## config.mk

```make
export PLATFORM = sky130hd
export DESIGN_NAME = inv_key_sched
export DESIGN_NICKNAME = d
export VERILOG_FILES = /design/src/rtl/inv_key_sched.sv
export SDC_FILE = /design/constraint.sdc
export NUM_CORES = 1
export LEC_CHECK = 0
export CAP_MARGIN = 20
export CELL_PAD_IN_SITES_DETAIL_PLACEMENT = 0
export CELL_PAD_IN_SITES_GLOBAL_PLACEMENT = 2
export CORE_ASPECT_RATIO = 0.8
export CORE_MARGIN = 5
export CORE_UTILIZATION = 34
export CTS_CLUSTER_DIAMETER = 150
export DETAILED_ROUTE_END_ITERATION = 10
export PLACE_DENSITY_LB_ADDON = 0.05
export SETUP_SLACK_MARGIN = 0.3
export SLEW_MARGIN = 10
export SYNTH_ARGS = -nofsm -noshare
export SYNTH_HDL_FRONTEND = slang
export SYNTH_SLANG_ARGS = --single-unit
```

## constraint.sdc

```tcl
create_clock -name clk -period 11.3 [get_ports clk]
set_input_delay 2.26 -clock clk [delete_from_list [all_inputs] [get_ports clk]]
set_output_delay 2.26 -clock clk [all_outputs]
set_load 0.02 [all_outputs]
```

## src/rtl/inv_key_sched.sv

```systemverilog
// AES-128 inverse key schedule: streams round keys 10..0 from the round-10 key.
// Define INV_KEY_SCHED_EQUIV_EN to emit equivalent-inverse-cipher keys for rounds 9..1.
module inv_key_sched (
    input  logic         clk,
    input  logic         rst,
    input  logic         start,
    input  logic [127:0] key_in,
    input  logic         out_ready,
    output logic         key_valid,
    output logic [127:0] key_out,
    output logic [3:0]   round_out,
    output logic         busy,
    output logic         done
);

    localparam logic [2047:0] SBOX = {
        128'h637c777bf26b6fc53001672bfed7ab76,
        128'hca82c97dfa5947f0add4a2af9ca472c0,
        128'hb7fd9326363ff7cc34a5e5f171d83115,
        128'h04c723c31896059a071280e2eb27b275,
        128'h09832c1a1b6e5aa0523bd6b329e32f84,
        128'h53d100ed20fcb15b6acbbe394a4c58cf,
        128'hd0efaafb434d338545f9027f503c9fa8,
        128'h51a3408f929d38f5bcb6da2110fff3d2,
        128'hcd0c13ec5f974417c4a77e3d645d1973,
        128'h60814fdc222a908846eeb814de5e0bdb,
        128'he0323a0a4906245cc2d3ac629195e479,
        128'he7c8376d8dd54ea96c56f4ea657aae08,
        128'hba78252e1ca6b4c6e8dd741f4bbd8b8a,
        128'h703eb5664803f60e613557b986c11d9e,
        128'he1f8981169d98e949b1e87e9ce5528df,
        128'h8ca1890dbfe6426841992d0fb054bb16
    };

    typedef enum logic [1:0] {
        S_IDLE,
        S_STREAM,
        S_DONE
    } state_t;

    state_t       r_state;
    logic [127:0] r_key;
    logic [3:0]   r_round;
    logic         r_valid;
    logic         r_busy;
    logic         r_done;

    logic [31:0]  w_w0, w_w1, w_w2, w_w3;
    logic [31:0]  w_p0, w_p1, w_p2, w_p3;
    logic [127:0] w_prev;

    function automatic logic [7:0] sub_byte(input logic [7:0] x);
        return SBOX[{~x, 3'b111} -: 8];
    endfunction

    function automatic logic [31:0] sub_word(input logic [31:0] x);
        return {sub_byte(x[31:24]), sub_byte(x[23:16]),
                sub_byte(x[15:8]), sub_byte(x[7:0])};
    endfunction

    function automatic logic [7:0] rcon(input logic [3:0] r);
        logic [7:0] v;
        case (r)
            4'd1:    v = 8'h01;
            4'd2:    v = 8'h02;
            4'd3:    v = 8'h04;
            4'd4:    v = 8'h08;
            4'd5:    v = 8'h10;
            4'd6:    v = 8'h20;
            4'd7:    v = 8'h40;
            4'd8:    v = 8'h80;
            4'd9:    v = 8'h1b;
            4'd10:   v = 8'h36;
            default: v = 8'h00;
        endcase
        return v;
    endfunction

    assign w_w0 = r_key[127:96];
    assign w_w1 = r_key[95:64];
    assign w_w2 = r_key[63:32];
    assign w_w3 = r_key[31:0];

    // Undo one forward expansion step: w[i] = w[i-4] ^ f(w[i-1])
    assign w_p3 = w_w3 ^ w_w2;
    assign w_p2 = w_w2 ^ w_w1;
    assign w_p1 = w_w1 ^ w_w0;
    assign w_p0 = w_w0 ^ sub_word({w_p3[23:0], w_p3[31:24]})
                ^ {rcon(r_round), 24'h0};
    assign w_prev = {w_p0, w_p1, w_p2, w_p3};

    always_ff @(posedge clk or posedge rst) begin
        if (rst) begin
            r_state <= S_IDLE;
            r_key   <= '0;
            r_round <= '0;
            r_valid <= 1'b0;
            r_busy  <= 1'b0;
            r_done  <= 1'b0;
        end else begin
            case (r_state)
                S_IDLE: begin
                    if (start) begin
                        r_key   <= key_in;
                        r_round <= 4'd10;
                        r_valid <= 1'b1;
                        r_busy  <= 1'b1;
                        r_state <= S_STREAM;
                    end
                end
                S_STREAM: begin
                    if (r_valid && out_ready) begin
                        if (r_round != 4'd0) begin
                            r_key   <= w_prev;
                            r_round <= r_round - 4'd1;
                        end else begin
                            r_valid <= 1'b0;
                            r_done  <= 1'b1;
                            r_state <= S_DONE;
                        end
                    end
                end
                S_DONE: begin
                    r_done  <= 1'b0;
                    r_busy  <= 1'b0;
                    r_state <= S_IDLE;
                end
                default: r_state <= S_IDLE;
            endcase
        end
    end

`ifdef INV_KEY_SCHED_EQUIV_EN
    logic [127:0] w_mix;

    function automatic logic [7:0] xt(input logic [7:0] a);
        return {a[6:0], 1'b0} ^ (a[7] ? 8'h1b : 8'h00);
    endfunction

    function automatic logic [31:0] inv_mix_col(input logic [31:0] c);
        logic [7:0] a [4];
        logic [7:0] m2 [4];
        logic [7:0] m4 [4];
        logic [7:0] m8 [4];
        logic [7:0] m9 [4];
        logic [7:0] mb [4];
        logic [7:0] md [4];
        logic [7:0] me [4];
        for (int i = 0; i < 4; i++) begin
            a[i]  = c[31-8*i -: 8];
            m2[i] = xt(a[i]);
            m4[i] = xt(m2[i]);
            m8[i] = xt(m4[i]);
            m9[i] = m8[i] ^ a[i];
            mb[i] = m8[i] ^ m2[i] ^ a[i];
            md[i] = m8[i] ^ m4[i] ^ a[i];
            me[i] = m8[i] ^ m4[i] ^ m2[i];
        end
        return {me[0] ^ mb[1] ^ md[2] ^ m9[3],
                m9[0] ^ me[1] ^ mb[2] ^ md[3],
                md[0] ^ m9[1] ^ me[2] ^ mb[3],
                mb[0] ^ md[1] ^ m9[2] ^ me[3]};
    endfunction

    // Register stays raw so the recursion is unaffected; mixing is output-only
    assign w_mix = {inv_mix_col(w_w0), inv_mix_col(w_w1),
                    inv_mix_col(w_w2), inv_mix_col(w_w3)};
    assign key_out = (r_round != 4'd0 && r_round != 4'd10) ? w_mix : r_key;
`else
    assign key_out = r_key;
`endif

    assign key_valid = r_valid;
    assign round_out = r_round;
    assign busy      = r_busy;
    assign done      = r_done;

endmodule

```

Word level (Yosys, flattened, before mapping)
Memories as Yosys holds them, arrays and structs flattened.
Cells that the tools add are included.
W data, S select, Z words.

storage, ports and cells
  register bits = 137
  bits in latches = 0
  RAM bits = 0
  memory bits (read-only) = 128
  bits of input ports = 132
  output and inout port bits = 135
  logic and storage cells = 58
  memories kept = 1

memories
  name             depth  bits a word  rd ports  clocked after Yosys merged registers in  write ports  RTL line  source
  (no name shown)  16     8            1         0                                        0            63        case (r)

cells by class
  $add $sub $neg = 1
  $mul = 0
  div/mod/pow operators = 0
  order comparisons = 0
  equal/unequal tests = 6
  shifts and indexed selects = 4
  muxes and demuxes = 20
  bitwise gates (word level) = 9
  reduce and logical (&&, ||, !) cells = 11

operators by type and width
  operator                      number
  $shiftx A2055 B12 Y8 const A  4
  $mux W128                     3
  $pmux W128 S2                 1
  $xor A32 B32 Y32              5
  $not A8 Y8                    4
  $mux W4                       3
  $ne A2 B2 Y1 const B          4
  $pmux W4 S2                   1
  $reduce_and A4 Y1             2
  $mux W2                       3
  $pmux W1 S2                   3
  $reduce_and A3 Y1             2
  $reduce_bool A2 Y1            3
  $mux W1                       5
  $pmux W2 S2                   1
  $reduce_bool A4 Y1            1
  $sub A4 B1 Y4 const B         1
  $eq A2 B1 Y1 const B          1
  $eq A2 B2 Y1 const B          1
  $logic_not A2 Y1              1
  $reduce_and A2 Y1             1
  $logic_and A1 B1 Y1           1

Logic depth before layout (Yosys ltp)
  depth after elaboration = 8
  gate-level depth with buffers = 15
  depth with buffers taken out = 12

Least setup slack after synthesis
No wires, ideal clock.

  path kind = input to register
  start point = input port out_ready
  end point = register r_key[32], in the netlist key_out[32]
  setup time = 137 ps
  arrival = 3,580 ps
  data required time = 11,163 ps
  slack = 7,583 ps
  cell stages on the path = 6
  buffers on the path = 3
  cell sequence = nand4b_1 a21oi_1 clkbuf_1 clkbuf_1 buf_1 a21oi_1

between the ends
  longest elaborated chain between the ends = 3

RTL lines
  item                         RTL line  source
  start, declared              8         input logic out_ready,
  $logic_and A1 B1 Y1          112       if (r_valid && out_ready) begin
  $ne A2 B2 Y1 (no line)       n/a
  $reduce_and A4 Y1 (no line)  n/a
  end signal, assigned         104       r_key <= key_in;
  end signal, assigned         114       r_key <= w_prev;
  end, declared                42        logic [127:0] r_key;

Every way passes these cells.
A chain may end at the register's enable or synchronous reset.

Final worst setup path
  start point = input port out_ready
  end point = register r_key[101], in the netlist key_out[101]

Same word-level chain as after synthesis.

==> results_dict.tcl <==
set metrics [dict create \
    antenna_found_initial 19 \
    synth-seq-cells 137 \
    synth_common_cells "332 x nand2_1, 325 x o21ai_0, 300 x a21oi_1" \
    ys_top_cells_by_area "dfrtp_1 17%, o21ai_0 8.0%, a21oi_1 7.3%" \
    drv_cap 0 \
    cts_made_buffers 17 \
    r2r-end "key_out[103]" \
    place_congestion 0.9999 \
    hp-start "done" \
    synth.distinct_cells 77 \
    clock-sinks 137 \
    boundaryPins 267 \
    clock_skew_ns 0.01487 \
    synth-seq-area-share 0.1677 \
    ys_async_sr_fraction 1.000 \
    worstSetupStartpointType "input pin" \
    slew_headroom 0.2680 \
    drt_first_pass_iters 6 \
    critPathKind "in2reg" \
    hold_end "done" \
    setup_viol 0 \
    worst_pin_slew_ns 1.094 \
    yosys.area.top_type "dfrtp_1" \
    num_rows 80 \
    via_count 26540 \
    reg2reg_depth 13 \
    synth_area_um2 20440 \
    finalCritPeriodShare 0.4513 \
    clk_latency_ns 0.50 \
    ant_nets 0 \
    hpwl_mm 75.36 \
    num-fill-cells 6201 \
    cts-htree-levels 4 \
    holdBufCountCts 0 \
    drt_wl_total_mm 112.3 \
    run_status "complete, no violations" \
    cts-root-buf "clkbuf_16" \
    nets 3251 \
    die_h_um 229.3 \
    period_minus_slack_ns 5.100 \
    die_x_um 284.1 \
    areaGrowthSynthToFinish_pct 18.60 \
    routed_via_density 6.883 \
    cts_resized 0 \
    coreArea_um2 59560 \
    grt_max_degree 95 \
    worstPathRequired_ns 11.72 \
    cts.path.max_buffers 2 \
    timing.rr.start "key_out[57]" \
    yosysWarnings 0 \
    synthesis.nets 3229 \
    min_path_cells 2 \
    wl_per_cell_um 29.12 \
    synth_most_common_cell "nand2_1" \
    maxSlewViolCount 0 \
    max_freq_mhz 196.1 \
    layout-drive-gt1-share 0.06506 \
    drtIter0Drc 4441 \
    end_kind "flop" \
    tns_ns 0 \
    hold_viol_final 0 \
    ys.flop_type "dfrtp_1" \
    synth.avg_cell_area_um2 6.727 \
    grt_pass1_wl_mm 166.3 \
    cp_max_fo 94 \
    numPortBuffers 266 \
    post_cts_buffers 0 \
    die_area_um2 65160 \
    synth_top_area_share 0.1677 \
    cts_tree "done" \
    drc_errors 0 \
    grt_pass1_vias 24260 \
    hold_path.class "reg2reg" \
    gr-total-overflow 0 \
    synth-edff-count 0 \
    path_clk_slew_ns 0.07 \
    critPathLaunch "out_ready" \
    rsz0062_at_grt "no" \
    synth_cells 3039 \
    grt_util_all_layers 0.3253 \
    initial_core_util 0.3432 \
    cp.arrival_ns 5.52 \
    rrSetupSlack_ns 6.74 \
]
cell usage in the layout, fill, tap and decap left out, types with 14 or more instances in the layout:
cell	n
o221ai_1	32
mux4_2	22
o311ai_0	48
a221oi_1	18
o21ai_0	325
nand4_1	14
and2_1	14
ha_1	58
o22ai_1	28
o2111ai_1	20
a31oi_1	73
a2bb2oi_1	18
o211ai_1	70
buf_4	76
a2111oi_0	15
nor3b_1	14
a211oi_1	71
dfrtp_1	136
nand2b_1	78
a21oi_1	299
nor3_1	119
mux2i_1	37
and3_1	19
o311a_1	14
or3_1	31
o32ai_1	14
a311oi_1	54
clkbuf_16	17
nand3_1	159
o31ai_1	18
inv_1	30
nor2_1	260
nand2_1	330
clkdlybuf4s50_1	266
xnor2_1	20
per-stage QoR:
stage          worst slack, ns  instance area (um^2)    util  hold WS (ns)  instances
2_1_floorplan            5.372                 20440       -        0.4619       3039
4_1_cts                  6.304                 24240  0.4070        0.5224       3853
6_report                 6.200                 24240  0.4071        0.5136       3856
3_3_place_gp             5.859                 23680  0.3976        0.4838       3821
3_5_place_dp             5.783                 23680  0.3976        0.5066       3821
5_1_grt                  6.002                 24240  0.4070        0.5705       3854
final cells by class:
type / instances / area (um^2) / share of cell area
clock buffer: 17 / 425.4 / 0.01755
multi-input combinational: 2524 / 15890 / 0.6553
antenna: 3 / 7.507 / 0.0003096
tap: 779 / 974.7 / 0.04020
inverter: 39 / 151.4 / 0.006245
sequential: 137 / 3432 / 0.1416
clock inverter: 15 / 132.6 / 0.005470
timing repair buffer: 342 / 3233 / 0.1334
critical path, cell delays in order:
cell,delay (ns)
clkdlybuf4s50_1,0.50
nand4b_1,0.19
a21oi_4,0.19
buf_4,0.63
buf_4,0.88
o21ai_0,0.26
a41oi_1,0.23
a21oi_1,0.06
nor3_1,0.19
flip-flops by register name (all words and copies together), names as in the netlist:
| register | flops |
|---|---|
| key_out | 128 |
| round_out | 4 |
| r_state | 2 |
| busy | 1 |
| done | 1 |
| key_valid | 1 |
cells by family (layout without fill, tap and decap cells):
family	count (synthesis)	in the layout	share of synthesized area
buffers and inverters	378	413	0.07541
adder cells (fa/ha/maj)	58	58	0.03550
AND/OR/NAND/NOR	1074	1074	0.2408
flip-flops	137	137	0.1677
XOR/XNOR	73	73	0.03532
other	0	3	0
multiplexers	62	62	0.04474
AO/OA/AOI/OAI	1257	1257	0.4005
worst max-delay path by stage:
stage                         endpoint  slack [ns]  depth (start not counted)
after CTS                 key_out[101]        6.30                          9
after global placement    key_out[101]        5.86                          9
final                     key_out[101]        6.20                          9
after detailed placement  key_out[101]        5.78                          9
after floorplan                   busy        5.37                          1
after global routing      key_out[101]        6.00                          9
per-layer routing:
metal / routed length (um) / track usage / part of all wire / up-vias
met5: 169 / 0 / 0.0015 / -
li1: - / - / - / 11590
met2: 45260 / 0.4555 / 0.40 / 2022
met3: 14420 / 0.09205 / 0.13 / 260
met4: 3630 / 0.1002 / 0.032 / 26
met1: 48810 / 0.4801 / 0.43 / 12640
Power is left out: the tool's default activity adds up to more than one toggle a clock period on the data nets, which glitch-free logic cannot reach.
